===== src/rtl/sample_pipe_pkg.sv =====
// Shared defaults and helpers for the sample_pipe elastic register pipeline.
package sample_pipe_pkg;

  localparam int unsigned SAMPLE_PIPE_WIDTH_DEF = 2;
  localparam int unsigned SAMPLE_PIPE_DEPTH_DEF = 2;

  // Bits needed to count 0..depth valid stages.
  function automatic int unsigned occ_w(input int unsigned depth);
    return $clog2(depth + 1);
  endfunction

endpackage


===== src/rtl/sample_pipe_if.sv =====
// Upstream/downstream valid-ready bus of sample_pipe, plus the complemented payload.
interface sample_pipe_if
  import sample_pipe_pkg::*;
#(
  parameter int unsigned WIDTH = SAMPLE_PIPE_WIDTH_DEF
);

  logic             in_valid;
  logic             in_ready;
  logic [WIDTH-1:0] in_data;
  logic             out_valid;
  logic             out_ready;
  logic [WIDTH-1:0] out_data;
  logic [WIDTH-1:0] out_data_n;

  // Environment side: produces upstream beats and consumes downstream beats.
  modport master (
    output in_valid, in_data, out_ready,
    input  in_ready, out_valid, out_data, out_data_n
  );

  // Pipeline side.
  modport slave (
    input  in_valid, in_data, out_ready,
    output in_ready, out_valid, out_data, out_data_n
  );

endinterface


===== src/rtl/sample_pipe_stage.sv =====
// One elastic pipeline stage: a valid bit, a data register and its pass-through ready term.
module sample_pipe_stage #(
  parameter int unsigned WIDTH = 2
) (
  input  logic             clk,
  input  logic             rst,
  input  logic             up_valid,
  input  logic [WIDTH-1:0] up_data,
  input  logic             dn_ready,
  output logic             valid,
  output logic [WIDTH-1:0] data,
  output logic             ready
);

  logic             v_q, v_d;
  logic [WIDTH-1:0] d_q, d_d;

  assign ready = !v_q || dn_ready;

  // Data only loads alongside a valid beat so idle stages do not toggle.
  always_comb begin
    v_d = v_q;
    d_d = d_q;
    if (ready) begin
      v_d = up_valid;
      if (up_valid) begin
        d_d = up_data;
      end
    end
  end

  always_ff @(posedge clk) begin
    if (rst) begin
      v_q <= 1'b0;
      d_q <= '0;
    end else begin
      v_q <= v_d;
      d_q <= d_d;
    end
  end

  assign valid = v_q;
  assign data  = d_q;

endmodule


===== src/rtl/sample_pipe.sv =====
// WIDTH-bit, DEPTH-stage elastic pipeline with true/complemented outputs.
// Define SAMPLE_PIPE_OCC_EN to add the registered occupancy output occ.
module sample_pipe
  import sample_pipe_pkg::*;
#(
  parameter int unsigned WIDTH = SAMPLE_PIPE_WIDTH_DEF,
  parameter int unsigned DEPTH = SAMPLE_PIPE_DEPTH_DEF
) (
  input  logic                       clk,
  input  logic                       rst,
  sample_pipe_if.slave               bus
`ifdef SAMPLE_PIPE_OCC_EN
  ,
  output logic [occ_w(DEPTH)-1:0]    occ
`endif
);

  logic [DEPTH-1:0] v;
  logic [DEPTH:0]   r;
  logic [WIDTH-1:0] d [DEPTH];

  assign r[DEPTH] = bus.out_ready;

  // Stage i is fed by stage i-1 (or the input port) and unblocked by stage i+1.
  for (genvar i = 0; i < int'(DEPTH); i++) begin : g_stage
    logic             up_valid;
    logic [WIDTH-1:0] up_data;

    if (i == 0) begin : g_head
      assign up_valid = bus.in_valid;
      assign up_data  = bus.in_data;
    end else begin : g_body
      assign up_valid = v[i-1];
      assign up_data  = d[i-1];
    end

    sample_pipe_stage #(
      .WIDTH (WIDTH)
    ) u_stage (
      .clk      (clk),
      .rst      (rst),
      .up_valid (up_valid),
      .up_data  (up_data),
      .dn_ready (r[i+1]),
      .valid    (v[i]),
      .data     (d[i]),
      .ready    (r[i])
    );
  end

  assign bus.in_ready   = r[0];
  assign bus.out_valid  = v[DEPTH-1];
  assign bus.out_data   = d[DEPTH-1];
  assign bus.out_data_n = ~d[DEPTH-1];

`ifdef SAMPLE_PIPE_OCC_EN
  localparam int unsigned OCC_W = occ_w(DEPTH);

  logic             in_hs;
  logic             out_hs;
  logic [OCC_W-1:0] occ_q, occ_d;

  assign in_hs  = bus.in_valid && r[0];
  assign out_hs = v[DEPTH-1] && bus.out_ready;

  // Occupancy moves only when exactly one side hands a beat over.
  always_comb begin
    occ_d = occ_q;
    if (in_hs && !out_hs) begin
      occ_d = occ_q + OCC_W'(1);
    end else if (!in_hs && out_hs) begin
      occ_d = occ_q - OCC_W'(1);
    end
  end

  always_ff @(posedge clk) begin
    if (rst) begin
      occ_q <= '0;
    end else begin
      occ_q <= occ_d;
    end
  end

  assign occ = occ_q;
`endif

endmodule


===== src/flat_wrapper.sv =====
// flat-port wrapper written by rule: the top's interface ports become plain ports
module sample_pipe_flat import sample_pipe_pkg::*;
#(
  parameter int unsigned WIDTH = SAMPLE_PIPE_WIDTH_DEF,
  parameter int unsigned DEPTH = SAMPLE_PIPE_DEPTH_DEF
)
  (clk, rst, bus_in_valid, bus_in_data, bus_out_ready, bus_in_ready, bus_out_valid, bus_out_data, bus_out_data_n);
  sample_pipe_if #(.WIDTH(WIDTH)) bus_i ();
  input  logic clk;
  input  logic rst;
  input wire logic [$bits(bus_i.in_valid)-1:0] bus_in_valid;
  input wire logic [$bits(bus_i.in_data)-1:0] bus_in_data;
  input wire logic [$bits(bus_i.out_ready)-1:0] bus_out_ready;
  output wire logic [$bits(bus_i.in_ready)-1:0] bus_in_ready;
  output wire logic [$bits(bus_i.out_valid)-1:0] bus_out_valid;
  output wire logic [$bits(bus_i.out_data)-1:0] bus_out_data;
  output wire logic [$bits(bus_i.out_data_n)-1:0] bus_out_data_n;
  assign bus_i.in_valid = bus_in_valid;
  assign bus_i.in_data = bus_in_data;
  assign bus_i.out_ready = bus_out_ready;
  assign bus_in_ready = bus_i.in_ready;
  assign bus_out_valid = bus_i.out_valid;
  assign bus_out_data = bus_i.out_data;
  assign bus_out_data_n = bus_i.out_data_n;
  sample_pipe #(.WIDTH(WIDTH), .DEPTH(DEPTH)) u_core (.clk(clk), .rst(rst), .bus(bus_i));
endmodule

===== config.mk =====
export PLATFORM = sky130hd
export DESIGN_NAME = sample_pipe_flat
export DESIGN_NICKNAME = d
export VERILOG_FILES = /design/src/rtl/sample_pipe_pkg.sv /design/src/rtl/sample_pipe_if.sv /design/src/rtl/sample_pipe_stage.sv /design/src/rtl/sample_pipe.sv /design/src/flat_wrapper.sv
export SDC_FILE = /design/constraint.sdc
export NUM_CORES = 1
export LEC_CHECK = 0
export CORE_AREA = 4 4 41 43
export CTS_BUF_LIST = sky130_fd_sc_hd__clkbuf_16
export DETAILED_ROUTE_END_ITERATION = 8
export DIE_AREA = 0 0 45 47
export RECOVER_POWER = 100
export SLEW_MARGIN = 20
export SYNTH_ARGS = -nofsm -noshare
export SYNTH_HDL_FRONTEND = slang
export SYNTH_HIERARCHICAL = 1
export SYNTH_SLANG_ARGS = --single-unit
export TNS_END_PERCENT = 1

===== constraint.sdc =====
create_clock -name clk -period 2.1 [get_ports clk]
set_input_delay 0.42 -clock clk [delete_from_list [all_inputs] [get_ports clk]]
set_output_delay 0.42 -clock clk [all_outputs]
set_load 0.01 [all_outputs]

# [Word-level counts from Yosys, hierarchy flattened]
# Index checks and enable logic that the tools add are counted.
[totals] regBits=6 latch_bits=0 ramBits=0 romBits=0 inputBits=6 output_inout_bits=6 memories=0
[classes] n_addsub=0 n_mul=0 div=0 n_lt_le_gt_ge=0 n_eq_ne=0 shift=0 n_mux=0 bitwise_logic=1 n_reduce_logical=6
[ops] operator="2-bit AND reduction" n=2
[ops] operator="1-bit logical NOT" n=2
[ops] operator="1-bit logical OR" n=2
[ops] operator="2-bit inverter" n=1

# [Logic depth before layout (Yosys ltp)]
[depth] ltp_word=4 mapped_depth=4 mapped_depth_nobuf=4

# [Cells and area by module]
# The synthesis kept the hierarchy.
[by_module_without_submodules] mod="sample_pipe_stage" n_inst=2 cells_per_inst=12 area_per_inst_um2=122.6 seq_area_each_um2=60.1
[by_module_without_submodules] mod="sample_pipe" n_inst=1 cells_per_inst=2 area_per_inst_um2=7.5 seq_area_each_um2=0.0

# [Least setup slack after synthesis]
# No wires, ideal clock.
[synth_timing] kind="input to output" startpoint="input bus_out_ready" endpoint="output bus_in_ready" arrival_ns=0.726 t_required_ns=1.680 setup_slack_ns=0.954 path_stages=2 path_buffers=0 path_cell_list="nand2b_4 > nand2b_4"
[synth_via] elab_chain_cells=2
[synth_lines] element="from (decl)" line_no="flat_wrapper.sv:13" rtl="input wire logic [$bits(bus_i.out_ready)-1:0] bus_out_ready;"
[synth_lines] element="1-bit logical OR (2 in a row)" line_no="sample_pipe_stage.sv:18" rtl="assign ready = !v_q || dn_ready;"
[synth_lines] element="to (decl)" line_no="flat_wrapper.sv:14" rtl="output wire logic [$bits(bus_i.in_ready)-1:0] bus_in_ready;"
# Every way passes these cells.

# [Final worst setup path]
[layout_timing] startpoint="input bus_out_ready" endpoint="output bus_in_ready"
[layout_via] elab_chain_cells=2
[layout_lines] element="1-bit logical OR" line_no="sample_pipe_stage.sv:18"
[layout_lines] element="net u_core.r[1]" line_no="sample_pipe.sv:19" rtl="logic [DEPTH:0] r;"
[layout_lines] element="1-bit logical OR" line_no="sample_pipe_stage.sv:18"
# The timed path passes the listed nets, and every way through them passes these cells.

==> flow_metrics.env <==
export IMPL_synth_area_leaders="dfxtp_1, a21bo_1, a21oi_1"
export IMPL_synth_seq_cells=6
export IMPL_dp_cells=54
export IMPL_root_buffer="clkbuf_16"
export IMPL_antenna_found_initial=0
export IMPL_multiInputGateArea_um2=110
export IMPL_hpwlAfterDp_um=416
export IMPL_core_area_um2=1300
export IMPL_grt_pass1_wl_um=869
export IMPL_wire_per_inst_um=9.98
export IMPL_fin_crit_ns=1.86
export IMPL_cp_start_kind="primary input"
export IMPL_synth_top_area_share_pct=47.5
export IMPL_clk_pin_slew_ns=0.03
export IMPL_synth_commonest_cells="a21oi_1, dfxtp_1, a21bo_1, inv_1, nand3_1"
export IMPL_grt_overflow=0
export IMPL_clockBufferDepth=2
export IMPL_synth_distinct_cells=6
export IMPL_io_pin_count=12
export IMPL_min_path_type="reg2reg"
export IMPL_n_fill_cell=139
export IMPL_grt_pass1_vias=191
export IMPL_slew_headroom_pct=83.3
export IMPL_finalNonFillerCells=57
export IMPL_synthArstFlopShare_pct=0
export IMPL_place_gp_congestion=0.720
export IMPL_crit_arrival_ns=1.44
export IMPL_cts_sinks=6
export IMPL_status="finished clean"
export IMPL_yosysSeqAreaShare_pct=47.5
export IMPL_first_pass_iters=2
export IMPL_ir_drop_v=0.000665
export IMPL_grtUsageTotal_pct=6.49
export IMPL_p_sw_mw=0.0757
export IMPL_finalClockSkew_ns=0.00195
export IMPL_grt_max_degree=7
export IMPL_yosys_warnings=6
export IMPL_crit_type="in2out"
export IMPL_p_sw_share_pct=16.5
export IMPL_synth_cell_area_um2=253
export IMPL_synth_flop_cell="dfxtp_1"
export IMPL_core_rowCount=13
export IMPL_drive_above_1_share_pct=9.52
export IMPL_setup_viol=0
export IMPL_start_util_pct=19.4
export IMPL_p_leak_nw=0.184
export IMPL_postCtsSetupRepairBufs=0
export IMPL_finalWirelength_um=569
export IMPL_final_util_pct=35.3
export IMPL_dieArea_um2=2120
export IMPL_p_comb_share_pct=6.3
export IMPL_fin_crit_sh_pct=88.5
export IMPL_syn_to_final_growth_pct=81.7
export IMPL_drt_iter0_markers=3
export IMPL_die_y_um=47
export IMPL_hold_viol_final=0
export IMPL_slew_viol_final=0
export IMPL_max_freq_ghz=0.538
export IMPL_syn_inst=26
export IMPL_cp_required_ns=1.68
export IMPL_numCtsBuffers=3
export IMPL_fin_nets=50
export IMPL_setup_tns_ns=0
export IMPL_insertion_delay_ns=0.23
export IMPL_postRouteAntennaNets=0
export IMPL_grt_setup_unrepaired="false"
export IMPL_die_w_um=45
export IMPL_synth_edf_count=0
export IMPL_p_int_mw=0.382
export IMPL_antenna_cells=0
export IMPL_worst_slew_pin_slew_ns=0.250
export IMPL_clkPwrFrac_pct=66.6
export IMPL_portBuffers=11
export IMPL_cts_hold_buf=0
export IMPL_p_per_area_nw_per_um2=997
export IMPL_h_tree_depth=1
export IMPL_regArea_um2=120
export IMPL_path_max_fanout=2
export IMPL_critPathCaptureType="output port"
export IMPL_yosysTopAreaCell="dfxtp_1"
export IMPL_cts_tree="yes"
export IMPL_cap_violations=0
export IMPL_syn_area_per_cell_um2=9.72
export IMPL_synth_nets=32
export IMPL_seqPwrFrac_pct=27.1
export IMPL_drc=0
export IMPL_viasPerCell=4.12
export IMPL_vias=235
==> layout by cell type (no fill, tap or decap) <==
master           instances
nand2b_1                 1
a21oi_1                  6
dfxtp_1                  6
clkbuf_16                3
nand3_1                  4
nand2b_4                 1
clkbuf_1                 2
inv_1                    4
dlygate4sd3_1            6
dlymetal6s2s_1           1
a21bo_1                  4
clkdlybuf4s50_1          4
==> sequential cells by signal, indices dropped and copies added (netlist names) <==
signal                        count
u_core/g_stage.u_stage/valid      2
u_core/g_stage.u_stage/data       4
==> critical path: stages <==
cell	delay, ns
dlygate4sd3_1	0.53
nand2b_1	0.17
nand2b_4	0.15
dlymetal6s2s_1	0.17
==> power groups by stage <==
stage,clock [mW],sequential [mW],combinational (mW)
finish,0.305,0.124,0.0289
global route,0.318,0.125,0.0318
CTS,0.310,0.125,0.0326
detailed placement,0,0.127,0.0322
global placement,0,0.127,0.0320
floorplan,0,0.127,0.0110
==> worst paths after layout <==
kind	depth (start not counted)	start	slack, ns	endpoint
worst max-delay path	4	bus_out_ready	0.24	bus_in_ready
worst min-delay path	2	u_core/g_stage[0].u_stage/data[1]	0.47	u_core/g_stage[1].u_stage/data[1]
worst max register to register	5	u_core/g_stage[1].u_stage/valid	0.99	u_core/g_stage[0].u_stage/data[1]
worst min register to register	2	u_core/g_stage[0].u_stage/data[1]	0.47	u_core/g_stage[1].u_stage/data[1]
==> area by class of cell <==
class | instances | share of cell area (%)
tap | 15 | 4.09
inverter | 4 | 3.27
multi-input combinational | 16 | 24.0
clock buffer | 3 | 16.3
sequential | 6 | 26.2
timing repair buffer | 13 | 26.2
==> stage by stage <==
stage | power, mW | setup WS [ns] | hold WS, ns | instance area, um2
3_5_place_dp | 0.159 | 0.0431 | 0.468 | 397
3_3_place_gp | 0.159 | 0.0352 | 0.463 | 397
4_1_cts | 0.468 | 0.0237 | 0.473 | 472
2_1_floorplan | 0.138 | 0.954 | 0.434 | 253
6_report | 0.458 | 0.242 | 0.468 | 459
5_1_grt | 0.475 | 0.179 | 0.491 | 459
==> cell families (layout without fill, tap and decap cells) <==
family | Yosys count | after routing | synth area share (%)
simple gates | 6 | 6 | 18.8
compound gates | 10 | 10 | 27.7
flops | 6 | 6 | 47.5
buf+inv | 4 | 20 | 5.94
==> per-layer routing <==
| metal | share of wire, % | GRT usage [%] |
|---|---|---|
| met1 | 43 | 6.86 |
| met2 | 47 | 8.47 |
| met3 | 10 | 6.13 |
| met4 | 0 | 3.51 |
| met5 | 0 | 0 |
==> what timing repair did <==
item                                   CTS  global route
resized for setup                        0             1
setup endpoints to repair                0             1
endpoints found under the hold margin    0             0
No activity file was read; power rests on OpenSTA's default activity.
